### src/rtl/demux1to8x2_reg_pkg.sv
// Shared constants and helpers for the dual 1-to-8 registered demultiplexer.
// NL must equal 2**SW; both are fixed here so every channel agrees on lane indexing.
package demux1to8x2_reg_pkg;

   localparam int NL = 8;
   localparam int SW = 3;
   localparam int OW = 4;

   function automatic int lane_lsb(input int lane, input int dw);
      return lane * dw;
   endfunction

   // NOTE: blocking '=' is correct inside functions and always_comb; only
   // clocked state uses '<='.
   function automatic logic [OW-1:0] popcount(input logic [NL-1:0] v);
      logic [OW-1:0] n;
      n = '0;
      for (int i = 0; i < NL; i++) n = n + OW'(v[i]);
      return n;
   endfunction

endpackage

### src/rtl/demux1to8x2_reg_chan.sv
// One demux channel: steers an input word into one of eight holding registers,
// each drained by its own valid/ready handshake, plus a registered occupancy count.
(* keep_hierarchy = "yes" *)
module demux1to8_reg
   import demux1to8x2_reg_pkg::*;
#(
   parameter int DW = 64
) (
   input  logic             clk,
   input  logic             i_rst_n,
   input  logic             i_in_vld,
   input  logic [SW-1:0]    i_in_sel,
   input  logic [DW-1:0]    i_in_data,
   output logic             o_in_rdy,
   output logic [NL-1:0]    o_out_vld,
   output logic [NL*DW-1:0] o_out_data,
   input  logic [NL-1:0]    i_out_rdy,
   output logic [OW-1:0]    o_occ
);

   logic [NL-1:0] r_vld;
   logic [DW-1:0] r_data [NL];
   logic [OW-1:0] r_occ;
   logic [NL-1:0] w_load;
   logic [NL-1:0] w_vld_nxt;
   logic          w_acc;

   // A lane may take a word if it is empty or is draining this same edge.
   assign o_in_rdy = i_rst_n & (~r_vld[i_in_sel] | i_out_rdy[i_in_sel]);
   assign w_acc    = i_in_vld & o_in_rdy;

   // NOTE: default every always_comb output first so no latch is inferred.
   always_comb begin
      w_load = '0;
      if (w_acc) w_load[i_in_sel] = 1'b1;
   end

   assign w_vld_nxt = w_load | (r_vld & ~i_out_rdy);

   // NOTE: lane data is reset because a zero out_data after reset is visible
   // to consumers; otherwise only the valid bits would need a reset.
   always_ff @(posedge clk or negedge i_rst_n) begin
      if (!i_rst_n) begin
         r_vld <= '0;
         r_occ <= '0;
         for (int k = 0; k < NL; k++) r_data[k] <= '0;
      end else begin
         r_vld <= w_vld_nxt;
         r_occ <= popcount(w_vld_nxt);
         for (int k = 0; k < NL; k++) begin
            if (w_load[k]) r_data[k] <= i_in_data;
         end
      end
   end

   for (genvar k = 0; k < NL; k++) begin : g_lane
      assign o_out_data[lane_lsb(k, DW) +: DW] = r_data[k];
   end

   assign o_out_vld = r_vld;
   assign o_occ     = r_occ;

endmodule

### src/rtl/demux1to8x2_reg.sv
// Dual, fully independent 1-to-8 registered demultiplexer; two channels share
// one placement region but no state.
module demux1to8x2_reg
   import demux1to8x2_reg_pkg::*;
#(
   parameter int DW = 64
) (
   input  logic             clk,
   input  logic             reset_n,
   input  logic             in_vld0,
   input  logic [SW-1:0]    in_sel0,
   input  logic [DW-1:0]    in_data0,
   output logic             in_rdy0,
   input  logic             in_vld1,
   input  logic [SW-1:0]    in_sel1,
   input  logic [DW-1:0]    in_data1,
   output logic             in_rdy1,
   output logic [NL-1:0]    out_vld0,
   output logic [NL*DW-1:0] out_data0,
   input  logic [NL-1:0]    out_rdy0,
   output logic [NL-1:0]    out_vld1,
   output logic [NL*DW-1:0] out_data1,
   input  logic [NL-1:0]    out_rdy1,
   output logic [OW-1:0]    occ0,
   output logic [OW-1:0]    occ1
);

   demux1to8_reg #(.DW(DW)) u_ch0 (
      .clk        (clk),
      .i_rst_n    (reset_n),
      .i_in_vld   (in_vld0),
      .i_in_sel   (in_sel0),
      .i_in_data  (in_data0),
      .o_in_rdy   (in_rdy0),
      .o_out_vld  (out_vld0),
      .o_out_data (out_data0),
      .i_out_rdy  (out_rdy0),
      .o_occ      (occ0)
   );

   demux1to8_reg #(.DW(DW)) u_ch1 (
      .clk        (clk),
      .i_rst_n    (reset_n),
      .i_in_vld   (in_vld1),
      .i_in_sel   (in_sel1),
      .i_in_data  (in_data1),
      .o_in_rdy   (in_rdy1),
      .o_out_vld  (out_vld1),
      .o_out_data (out_data1),
      .i_out_rdy  (out_rdy1),
      .o_occ      (occ1)
   );

endmodule

### config.mk
export PLATFORM = sky130hd
export DESIGN_NAME = demux1to8x2_reg
export DESIGN_NICKNAME = d
export VERILOG_FILES = /design/src/rtl/demux1to8x2_reg_pkg.sv /design/src/rtl/demux1to8x2_reg_chan.sv /design/src/rtl/demux1to8x2_reg.sv
export SDC_FILE = /design/constraint.sdc
export NUM_CORES = 1
export LEC_CHECK = 0
export BUFFER_PORTS_ARGS = -buffer_cell sky130_fd_sc_hd__buf_2
export CAP_MARGIN = 10
export CORE_AREA = 2 2 465 467
export CTS_CLUSTER_DIAMETER = 200
export DETAILED_ROUTE_END_ITERATION = 10
export DIE_AREA = 0 0 467 469
export MAX_ROUTING_LAYER = met4
export SLEW_MARGIN = 20
export SYNTH_ARGS = -nofsm -noshare
export SYNTH_HDL_FRONTEND = slang
export SYNTH_SLANG_ARGS = --single-unit
### constraint.sdc
create_clock -name clk -period 4.9 [get_ports clk]
set_input_delay 0.98 -clock clk [delete_from_list [all_inputs] [get_ports clk]]
set_output_delay 0.98 -clock clk [all_outputs]
set_load 0.05 [all_outputs]
==> flow_summary.json, run 1 <==
{
  "final-setup-viol-count": 0,
  "slew_violations": 0,
  "cp-start-kind": "primary input",
  "dp_cells": 6288,
  "cts-root-buf": "clkbuf_16",
  "place_area_sq_mm": 0.04982,
  "rows": 170,
  "combPwrFrac": 0.397,
  "antenna_found_initial": 38,
  "design_area_sq_mm": 0.05375,
  "synth.area.top_cells": "dfrtp_1 (65%), mux2_2 (21%), mux2_4 (8.4%), buf_6 (1.2%), mux2_1 (1.1%)",
  "p_seq_frac": 0.348,
  "nets": 3737,
  "cts.path.max_buffers": 3,
  "synth_cells": 2317,
  "finish.utilization": 0.2514,
  "synth_area_per_cell_sq_um": 17.53,
  "final_cell_count_no_fill": 6520,
  "outcome": "finished, final reports clean",
  "cp_max_fo": 8,
  "cts_inserted_buffers": 115,
  "p_leak_nw": 26.25,
  "slew_headroom": 0.3020,
  "reg2reg_depth": 13,
  "worst_slew_pin_slew_ns": 1.047,
  "power_density_mw_per_mm2": 637.5,
  "ys_types": 40,
  "dr_total_vias": 25640,
  "wire_per_inst_um": 22.77,
  "die_h_um": 469,
  "async_flop_share": 1.000,
  "io_buffers": 1203,
  "yosysMostFrequentCell": "dfrtp_1",
  "core_area_sq_mm": 0.2138,
  "r2r_end": "u_ch1/o_occ[2]$_DFF_PN0_",
  "grt_pass1_vias": 26737,
  "syn_to_final_growth_pct": 32.35,
  "yosysTopAreaCell": "dfrtp_1",
  "worst-setup-path-type": "in -> reg",
  "cts_max_level": 3,
  "r2r-start": "u_ch1/o_out_vld[3]$_DFF_PN0_",
  "ant_nets": 0,
  "grt_pass1_wl_mm": 203.9,
  "synth_edf_count": 0,
  "cp.required_ns": 5.52,
  "cts.reportedPaths.clkPinSlew_ns": 0.06,
  "rsz0062_at_grt": "no",
  "fin_crit_sh": 0.8535,
  "clock_sinks": 1048,
  "finalCriticalPeriod_ns": 4.182,
  "syn_nets": 2485,
  "pwr-share-clk": 0.256,
  "synthFlopType": "dfrtp_1",
  "cp-end-kind": "flop",
  "grt_overflow": 0,
  "wl_mm": 148.5,
  "intPower_mw": 19.18,
  "netlist_top_cells_count": "dfrtp_1 (1048), mux2_2 (758), mux2_4 (227)",
  "power_mw": 34.26,
  "whs_ns": 0.4733,
  "finClkSkew_ns": 0.04981,
  "grtUsageTotal": 0.1330,
  "via_per_inst": 3.933,
  "yosysWarnings": 0,
  "synth_seq_cells": 1048,
  "reg2reg_setup_slack_ns": 0.81,
  "dr.pass1.iters": 5,
  "crit_arrival_ns": 4.80,
  "die_area_sq_mm": 0.2190,
  "gp_congestion": 0.8395,
  "timing.fmax_mhz": 239.1,
  "grt_max_degree": 152,
  "hpwl_mm": 109.5,
  "start_util": 0.1900,
  "drt_iter0_drc": 1367,
  "yosysTopAreaCellShare": 0.6458,
  "route.detailed.drc": 0,
  "switchingPower_mw": 15.08,
  "tritoncts": "yes",
  "n_fill_cell": 22311,
  "syn_area_sq_mm": 0.04061,
  "irDropWorstVdd_mv": 0.3585,
  "cp-startpoint": "in_sel1[1]",
  "finalHoldViolations": 0,
  "swShare": 0.4401,
  "hold_path.class": "in -> reg",
  "insertion_delay_ns": 0.74,
  "endpoint": "u_ch1/o_occ[2]$_DFF_PN0_",
  "drive_gt1_frac": 0.6698,
  "io_pins": 1204,
  "chipWidth_um": 467,
  "max_cap_violations": 0,
  "yosysSeqAreaShare": 0.6458
}
[worst max-delay path: stages]
cell and delay [ns]:
buf_2 0.20, mux2i_1 0.27, o32ai_1 0.16, o31ai_4 0.39
or4b_4 0.52, o21ai_2 0.09, fa_1 0.44, inv_1 0.08
fa_1 0.43, fa_1 0.49, inv_1 0.05, ha_2 0.18
fa_2 0.34, xor2_1 0.16
[area by class of cell]
type | count | area [sq um] | area share
Sequential cell | 1048 | 26230 | 0.4879
Inverter | 28 | 105.1 | 0.001955
Antenna cell | 21 | 52.55 | 0.0009777
Tap cell | 2838 | 3551 | 0.06607
Clock inverter | 43 | 481.7 | 0.008962
Clock buffer | 166 | 3359 | 0.06250
Timing Repair Buffer | 1252 | 6546 | 0.1218
Multi-Input combinational cell | 1124 | 13430 | 0.2498
[worst min-delay path by stage]
stage | from | end | slack [ns] | cells after the start
floorplan | reset_n | u_ch0/o_occ[0]$_DFF_PN0_ | 0.68 | 0
global placement | u_ch0/o_out_data[473]$_DFFE_PN0P_ | u_ch0/o_out_data[473]$_DFFE_PN0P_ | 0.46 | 1
detailed placement | u_ch0/o_out_data[502]$_DFFE_PN0P_ | u_ch0/o_out_data[502]$_DFFE_PN0P_ | 0.47 | 1
CTS | out_rdy1[4] | u_ch1/o_out_vld[4]$_DFF_PN0_ | 0.37 | 2
global route | out_rdy1[7] | u_ch1/o_out_vld[7]$_DFF_PN0_ | 0.42 | 2
finish | out_rdy1[4] | u_ch1/o_out_vld[4]$_DFF_PN0_ | 0.47 | 2
[flip-flops by register name (all words and copies together), names as in the netlist]
register,cells
u_ch0/o_out_vld,8
u_ch0/o_occ,4
u_ch0/o_out_data,512
u_ch1/o_out_vld,8
u_ch1/o_out_data,512
u_ch1/o_occ,4
[cells by family after synthesis]
| family | count (synthesis) | share of synthesized area |
|---|---|---|
| buffers and inverters | 145 | 0.02634 |
| AND/OR/NAND/NOR | 40 | 0.006439 |
| AO/OA/AOI/OAI | 34 | 0.006285 |
| XOR/XNOR | 2 | 0.0004314 |
| adder cells (fa/ha/maj) | 14 | 0.005792 |
| multiplexers | 1034 | 0.3089 |
| flip-flops | 1048 | 0.6458 |
[per-stage QoR]
| stage | TNS, ns | worst slack, ns |
|---|---|---|
| 2_1_floorplan | 0 | 0.03903 |
| 3_3_place_gp | 0 | 0.07735 |
| 3_5_place_dp | -0.03530 | -0.03530 |
| 4_1_cts | 0 | 0.7970 |
| 5_1_grt | 0 | 0.6254 |
| 6_report | 0 | 0.7179 |
[per-layer routing]
metal	track usage	wire length, um	part of all wire
met1	0.1623	61400	0.41
met2	0.2043	69250	0.47
met3	0.04093	12470	0.084
met4	0.05261	5366	0.036
met5	-	0	0
[placed cells by master (no fill, tap or decap), types with 22 or more instances in the layout]
master,instances
clkbuf_1,22
buf_4,37
mux2_2,758
inv_1,27
dfrtp_1,1048
mux2_1,39
mux2_4,227
buf_2,1202
clkbuf_8,29
clkbuf_16,115
[power by group through the flow]
| stage | logic [mW] | registers, mW | clock network (mW) |
|---|---|---|---|
| after floorplan | 2.24 | 19.6 | 0 |
| after global placement | 13.6 | 11.9 | 0 |
| after detailed placement | 13.7 | 12.0 | 0 |
| after CTS | 13.7 | 11.9 | 9.03 |
| after global routing | 14.0 | 12.2 | 9.39 |
| final | 13.6 | 11.9 | 8.76 |
[timing repair]
| item | in CTS | in global routing |
|---|---|---|
| hold endpoints to repair | 3 | 0 |
| hold buffers | 1 | 0 |
| setup endpoints to repair | 0 | 0 |
| setup buffers | 0 | 0 |
| gates resized for setup | 0 | 0 |
Power figures use the tool's default switching activity.
==> run 2, diff against run 1 <==
--- a/config.mk
+++ b/config.mk
@@ -7,10 +7,9 @@
 export LEC_CHECK = 0
 export BUFFER_PORTS_ARGS = -buffer_cell sky130_fd_sc_hd__buf_2
 export CAP_MARGIN = 10
-export CORE_AREA = 2 2 465 467
-export CTS_CLUSTER_DIAMETER = 200
+export CORE_AREA = 2 2 475 477
 export DETAILED_ROUTE_END_ITERATION = 10
-export DIE_AREA = 0 0 467 469
+export DIE_AREA = 0 0 477 479
 export MAX_ROUTING_LAYER = met4
 export SLEW_MARGIN = 20
 export SYNTH_ARGS = -nofsm -noshare
==> constraint.sdc (replaced) <==
create_clock -name clk -period 3.8 [get_ports clk]
set_input_delay 0.76 -clock clk [delete_from_list [all_inputs] [get_ports clk]]
set_output_delay 0.76 -clock clk [all_outputs]
set_load 0.05 [all_outputs]
==> run 2 against run 1 <==
Highest routed layer unchanged. Largest cell class unchanged. Hold slack worse by 0.29 ns. Sequential power up 29%. Sequential share of layout area down 0.46 points. The run now ends with setup timing left. Total power up 29%. Critical endpoint unchanged. Global-route usage down 0.32 points. Non-clock buffer count up 40. Cell area up 0.96%. Largest power group unchanged. Routed wire length up 0.77%. Core utilization down 0.87 points.
==> flow_summary.json, run 2 (synthesis results as in run 1) <==
{
  "p_seq_frac": 0.348,
  "fin_crit_sh": 1.028,
  "wire_per_inst_um": 22.29,
  "cts.path.max_buffers": 3,
  "finalHoldViolations": 0,
  "reg2reg_depth": 13,
  "drt_iter0_drc": 1312,
  "reg2reg_setup_slack_ns": -0.09,
  "r2r-start": "u_ch1/o_out_vld[1]$_DFF_PN0_",
  "syn_to_final_growth_pct": 33.62,
  "swShare": 0.4380,
  "r2r_end": "u_ch1/o_occ[2]$_DFF_PN0_",
  "route.detailed.drc": 0,
  "chipWidth_um": 477,
  "cp-end-kind": "flop",
  "max_cap_violations": 0,
  "cts_max_level": 3,
  "worst_slew_pin_slew_ns": 1.024,
  "power_density_mw_per_mm2": 813.2,
  "finClkSkew_ns": 0.04816,
  "pwr-share-clk": 0.254,
  "max_stage_delay_ns": 0.54,
  "slew_violations": 0,
  "combPwrFrac": 0.398,
  "crit_chain": "buf_2 -> mux4_2 -> mux2i_2 -> o31ai_4 -> nor4b_4 -> a21o_1 -> fa_1 -> inv_1 -> fa_1 -> fa_1 -> inv_2 -> ha_4 -> fa_2 -> xor2_1",
  "intPower_mw": 24.80,
  "rows": 174,
  "whs_ns": 0.1823,
  "irDropWorstVdd_mv": 0.4733,
  "dp_cells": 6480,
  "setup_tns_ns": -0.2002,
  "dr.pass1.iters": 5,
  "clock_sinks": 1048,
  "cp_max_fo": 5,
  "multi_input_area_sq_mm": 0.01348,
  "die_h_um": 479,
  "violations": "setup timing",
  "outcome": "complete, but fails checks",
  "drive_gt1_frac": 0.6722,
  "grt_overflow": 0,
  "timing.fmax_mhz": 255.9,
  "cts_inserted_buffers": 111,
  "die_area_sq_mm": 0.2285,
  "cts-root-buf": "clkbuf_16",
  "power_mw": 44.12,
  "switchingPower_mw": 19.33,
  "antenna_found_initial": 43,
  "slowest_stage": "fa_1",
  "grtUsageTotal": 0.1297,
  "tritoncts": "yes",
  "slew_headroom": 0.3176,
  "dr_total_vias": 25706,
  "rsz0062_at_grt": "yes",
  "ant_nets": 0,
  "start_util": 0.1816,
  "gp_congestion": 0.8786,
  "io_pins": 1204,
  "io_buffers": 1203,
  "final-setup-viol-count": 3,
  "via_per_inst": 3.829,
  "n_fill_cell": 23402,
  "finalCriticalPeriod_ns": 3.908,
  "insertion_delay_ns": 0.74,
  "core_area_sq_mm": 0.2236,
  "timing.critical_path.mode_cell": "fa_1",
  "hold_path.class": "in -> async",
  "cp-start-kind": "primary input",
  "wl_mm": 149.6,
  "fin_ws_ns": -0.1080,
  "hpwl_mm": 110.4,
  "final_cell_mix": "buf_2 (1201), dfrtp_1 (1048), mux2_2 (758), mux2_4 (227), clkbuf_16 (112)",
  "final_cell_count_no_fill": 6713,
  "seqCellArea_sq_mm": 0.02623,
  "grt_max_degree": 165,
  "crit_arrival_ns": 4.51,
  "p_leak_nw": 26.42,
  "cts.reportedPaths.clkPinSlew_ns": 0.06,
  "nets": 3773,
  "worst-setup-path-type": "in -> reg",
  "cp.required_ns": 4.40,
  "layout_commonest_cell": "buf_2",
  "grt_pass1_vias": 26540,
  "grt_pass1_wl_mm": 207.1
}
run 2: final cells by class:
| class | instances | area share |
|---|---|---|
| Sequential cell | 1048 | 0.4833 |
| Clock inverter | 35 | 0.009708 |
| Antenna cell | 24 | 0.001107 |
| Tap cell | 2992 | 0.06899 |
| Inverter | 28 | 0.001937 |
| Clock buffer | 170 | 0.06009 |
| Multi-Input combinational cell | 1124 | 0.2484 |
| Timing Repair Buffer | 1292 | 0.1265 |
run 2: power by group through the flow:
stage	registers, mW	clock network, mW	logic [mW]
after CTS	15.3	11.6	17.7
final	15.3	11.2	17.6
after global routing	15.7	12.1	18.1
after floorplan	25.3	0	2.89
after detailed placement	15.5	0	17.7
after global placement	15.4	0	17.6
run 2: critical path: cells and delay by family:
kind / cells / cell delay [ns]
adders and majority gates: 5 / 2.00
buffers and inverters: 3 / 0.27
AOI/OAI and AO/OA: 2 / 0.34
muxes: 2 / 0.81
xor gates and xnor gates: 1 / 0.15
and+or+nand+nor: 1 / 0.16
run 2: repair_timing:
item	in CTS	in global routing
setup buffers	1	3
gates resized for setup	1	4
cloned	0	0
pin swaps	1	4
hold buffers	0	0
endpoints found under the setup margin	2	4
run 2: per-layer routing:
metal | vias to the layer above | global-route usage | share of wire
met4 | 0 | 0.04547 | 0.032
met1 | 13550 | 0.1583 | 0.41
li1 | 10845 | - | -
met3 | 231 | 0.03929 | 0.086
met2 | 1080 | 0.2027 | 0.47
met5 | - | - | 0
run 2: through the flow:
step                setup WS, ns    util  area [sq um]
global placement         -0.7685  0.2253         50360
CTS                      -0.1029  0.2423         54170
detailed placement       -0.8687  0.2253         50360
floorplan                -0.8063       -         40750
finish                   -0.1080  0.2427         54260
global route             -0.1903  0.2425         54230
run 2: worst max-delay path by stage:
stage                                 startpoint                        to  slack [ns]  cells past startpoint
floorplan                             in_sel1[2]  u_ch1/o_occ[2]$_DFF_PN0_       -0.81                     16
global placement                      in_sel1[2]  u_ch1/o_occ[2]$_DFF_PN0_       -0.77                     14
detailed placement                    in_sel1[1]  u_ch1/o_occ[2]$_DFF_PN0_       -0.87                     14
CTS                 u_ch1/o_out_vld[3]$_DFF_PN0_  u_ch1/o_occ[2]$_DFF_PN0_       -0.10                     13
global route        u_ch1/o_out_vld[5]$_DFF_PN0_  u_ch1/o_occ[2]$_DFF_PN0_       -0.19                     13
finish                                in_sel1[2]  u_ch1/o_occ[2]$_DFF_PN0_       -0.11                     14
==> run 3, diff against run 2 <==
--- a/config.mk
+++ b/config.mk
@@ -7,10 +7,13 @@
 export LEC_CHECK = 0
 export BUFFER_PORTS_ARGS = -buffer_cell sky130_fd_sc_hd__buf_2
 export CAP_MARGIN = 10
-export CORE_AREA = 2 2 475 477
+export CELL_PAD_IN_SITES_DETAIL_PLACEMENT = 1
+export CELL_PAD_IN_SITES_GLOBAL_PLACEMENT = 2
+export CORE_AREA = 2 2 468 470
 export DETAILED_ROUTE_END_ITERATION = 10
-export DIE_AREA = 0 0 477 479
+export DIE_AREA = 0 0 470 472
 export MAX_ROUTING_LAYER = met4
+export PLACE_DENSITY_LB_ADDON = 0.1
 export SLEW_MARGIN = 20
 export SYNTH_ARGS = -nofsm -noshare
 export SYNTH_HDL_FRONTEND = slang
==> run 3 against run 2 <==
The run still ends with setup timing left. Sequential cell count unchanged. Total power increased by 7.4%. Clock power increased by 20%. Cell area increased by 1.4%. Cell count decreased by 1.4%. Combinational power increased by 6%. Critical path depth decreased by 1. Maximum frequency increased by 0.55%. Setup slack improved by 0.021 ns. Largest cell class unchanged. Largest power group unchanged. Highest routed layer unchanged. Die area decreased by 2.9%. Critical path type is now reg -> reg. Clock skew decreased by 0.020 ns.
==> flow_summary.json, run 3 (synthesis results as in run 1) <==
{
  "antenna_found_initial": 23,
  "combPwrFrac": 0.394,
  "irDropWorstVdd_mv": 0.4180,
  "setup_tns_ns": -0.1543,
  "grt_pass1_vias": 27570,
  "ant_nets": 0,
  "wire_per_inst_um": 28.46,
  "final_cell_mix": "buf_2 (1201), dfrtp_1 (1047), mux2_2 (758), mux2_4 (227), clkbuf_16 (144)",
  "route.detailed.drc": 0,
  "hp-start": "out_rdy0[0]",
  "violations": "setup timing",
  "cts_max_level": 4,
  "intPower_mw": 26.26,
  "design_area_sq_mm": 0.05503,
  "crit_arrival_ns": 4.51,
  "worst_slew_pin_slew_ns": 1.014,
  "core_area_sq_mm": 0.2165,
  "worst-setup-path-type": "reg -> reg",
  "max_cap_violations": 0,
  "cp.required_ns": 4.43,
  "dp_cells": 6354,
  "fin_ws_ns": -0.08656,
  "outcome": "complete, but fails checks",
  "syn_to_final_growth_pct": 35.50,
  "power_density_mw_per_mm2": 861.5,
  "gr-usage-met1": 0.1875,
  "dr_total_vias": 25649,
  "rsz0062_at_grt": "yes",
  "whs_ns": 0.3196,
  "gr-usage-met3": 0.07707,
  "tritoncts": "yes",
  "pwr-share-clk": 0.283,
  "hpwl_mm": 137.6,
  "finalHoldViolations": 0,
  "insertion_delay_ns": 0.77,
  "reg2reg_setup_slack_ns": -0.09,
  "drt_iter0_drc": 893,
  "chipWidth_um": 470,
  "grt_pass1_wl_mm": 255.5,
  "rows": 171,
  "gp_congestion": 0.7596,
  "timing.fmax_mhz": 257.3,
  "r2r-start": "u_ch1/o_out_vld[0]$_DFF_PN0_",
  "io_pins": 1204,
  "hold_path.class": "in -> reg",
  "cts_inserted_buffers": 140,
  "use_met2": 0.2832,
  "swShare": 0.4460,
  "start_util": 0.1876,
  "cp-end-kind": "flop",
  "p_leak_nw": 26.95,
  "hold-path-endpoint": "u_ch0/o_out_vld[0]$_DFF_PN0_",
  "power_mw": 47.41,
  "nets": 3817,
  "drive_gt1_frac": 0.6780,
  "place_area_sq_mm": 0.05028,
  "grt_overflow": 0,
  "holdPathStages": 3,
  "die_h_um": 472,
  "fin_crit_sh": 1.023,
  "p_seq_frac": 0.322,
  "grt.busiest_layer": "met2",
  "slew_violations": 0,
  "final-setup-viol-count": 2,
  "cts-root-buf": "clkbuf_16",
  "final_cell_count_no_fill": 6620,
  "reg2reg_depth": 13,
  "via_per_inst": 3.874,
  "dr.pass1.iters": 5,
  "cp_max_fo": 5,
  "finalCriticalPeriod_ns": 3.887,
  "cp-start-kind": "flop",
  "layout_commonest_cell": "buf_2",
  "grtUsageTotal": 0.1707,
  "cts.path.max_buffers": 3,
  "clock_sinks": 1048,
  "r2r_end": "u_ch1/o_occ[2]$_DFF_PN0_",
  "cts.reportedPaths.clkPinSlew_ns": 0.06,
  "wl_mm": 188.4,
  "io_buffers": 1203,
  "grt_max_degree": 141,
  "switchingPower_mw": 21.15,
  "finClkSkew_ns": 0.02844,
  "die_area_sq_mm": 0.2218,
  "slew_headroom": 0.3237
}
run 3: cell count changes in the layout (fill, tap and decap cells not counted), sizes merged:
cell and delta:
clkbuf +48, buf +14, dlygate4sd3 +1, clkinvlp -2, inv +4, clkinv -1, bufinv -6, diode -13
run 3: cell type report:
| cell class | count | area [sq um] |
|---|---|---|
| multi-input cells | 1124 | 13470 |
| well taps | 2854 | 3571 |
| repair buffers | 1307 | 6983 |
| clock inverters | 30 | 339.1 |
| clock buffers | 218 | 4302 |
| inverters | 28 | 105.1 |
| fillers | 23507 | 161500 |
| flip-flops and latches | 1048 | 26230 |
| diodes | 11 | 27.53 |
run 3: timing repair:
item	4_1_cts	5_1_grt
setup endpoints to repair	2	5
gates resized for setup	0	6
setup buffers	2	5
pin swaps	3	4
endpoints found under the hold margin	7	0
hold buffers	1	0
run 3: power by group through the flow:
stage                     Clock (mW)  Sequential (mW)  Combinational (mW)
after global placement             0             15.4                19.0
after global routing            14.4             15.7                19.3
after floorplan                    0             25.3                2.89
final                           13.4             15.3                18.7
after detailed placement           0             15.5                19.0
after CTS                       14.0             15.3                19.0
run 3: routing by layer:
layer | vias up | routed length [um]
li1 | 10925 | -
met1 | 13650 | 73510
met2 | 867 | 92780
met3 | 207 | 18260
met4 | 0 | 3867
met5 | - | 0
run 3: metrics by stage:
stage / utilization / setup WS [ns]
2_1_floorplan: - / -0.8063
3_3_place_gp: 0.2322 / -0.8196
3_5_place_dp: 0.2322 / -0.8136
4_1_cts: 0.2538 / -0.09138
5_1_grt: 0.2541 / -0.2001
6_report: 0.2541 / -0.08656
run 3: worst max path at each step:
| stage | from | endpoint | slack (ns) | depth (start not counted) |
|---|---|---|---|---|
| floorplan | in_sel1[2] | u_ch1/o_occ[2]$_DFF_PN0_ | -0.81 | 16 |
| global placement | in_sel1[2] | u_ch1/o_occ[2]$_DFF_PN0_ | -0.82 | 15 |
| detailed placement | in_sel1[2] | u_ch1/o_occ[2]$_DFF_PN0_ | -0.81 | 15 |
| CTS | u_ch1/o_out_vld[5]$_DFF_PN0_ | u_ch1/o_occ[2]$_DFF_PN0_ | -0.09 | 13 |
| global route | u_ch1/o_out_vld[3]$_DFF_PN0_ | u_ch1/o_occ[2]$_DFF_PN0_ | -0.20 | 13 |
| finish | u_ch1/o_out_vld[0]$_DFF_PN0_ | u_ch1/o_occ[2]$_DFF_PN0_ | -0.09 | 13 |
run 3: worst max-delay path, stage by stage, from the launching register on:
cell     delay [ns]
dfrtp_1        0.40
or4b_4         0.22
o31ai_4        0.06
o31ai_4        0.29
or4b_4         0.51
o21ai_2        0.09
fa_1           0.44
inv_1          0.08
fa_1           0.43
fa_1           0.52
inv_2          0.05
ha_4           0.16
fa_2           0.35
xor2_1         0.15
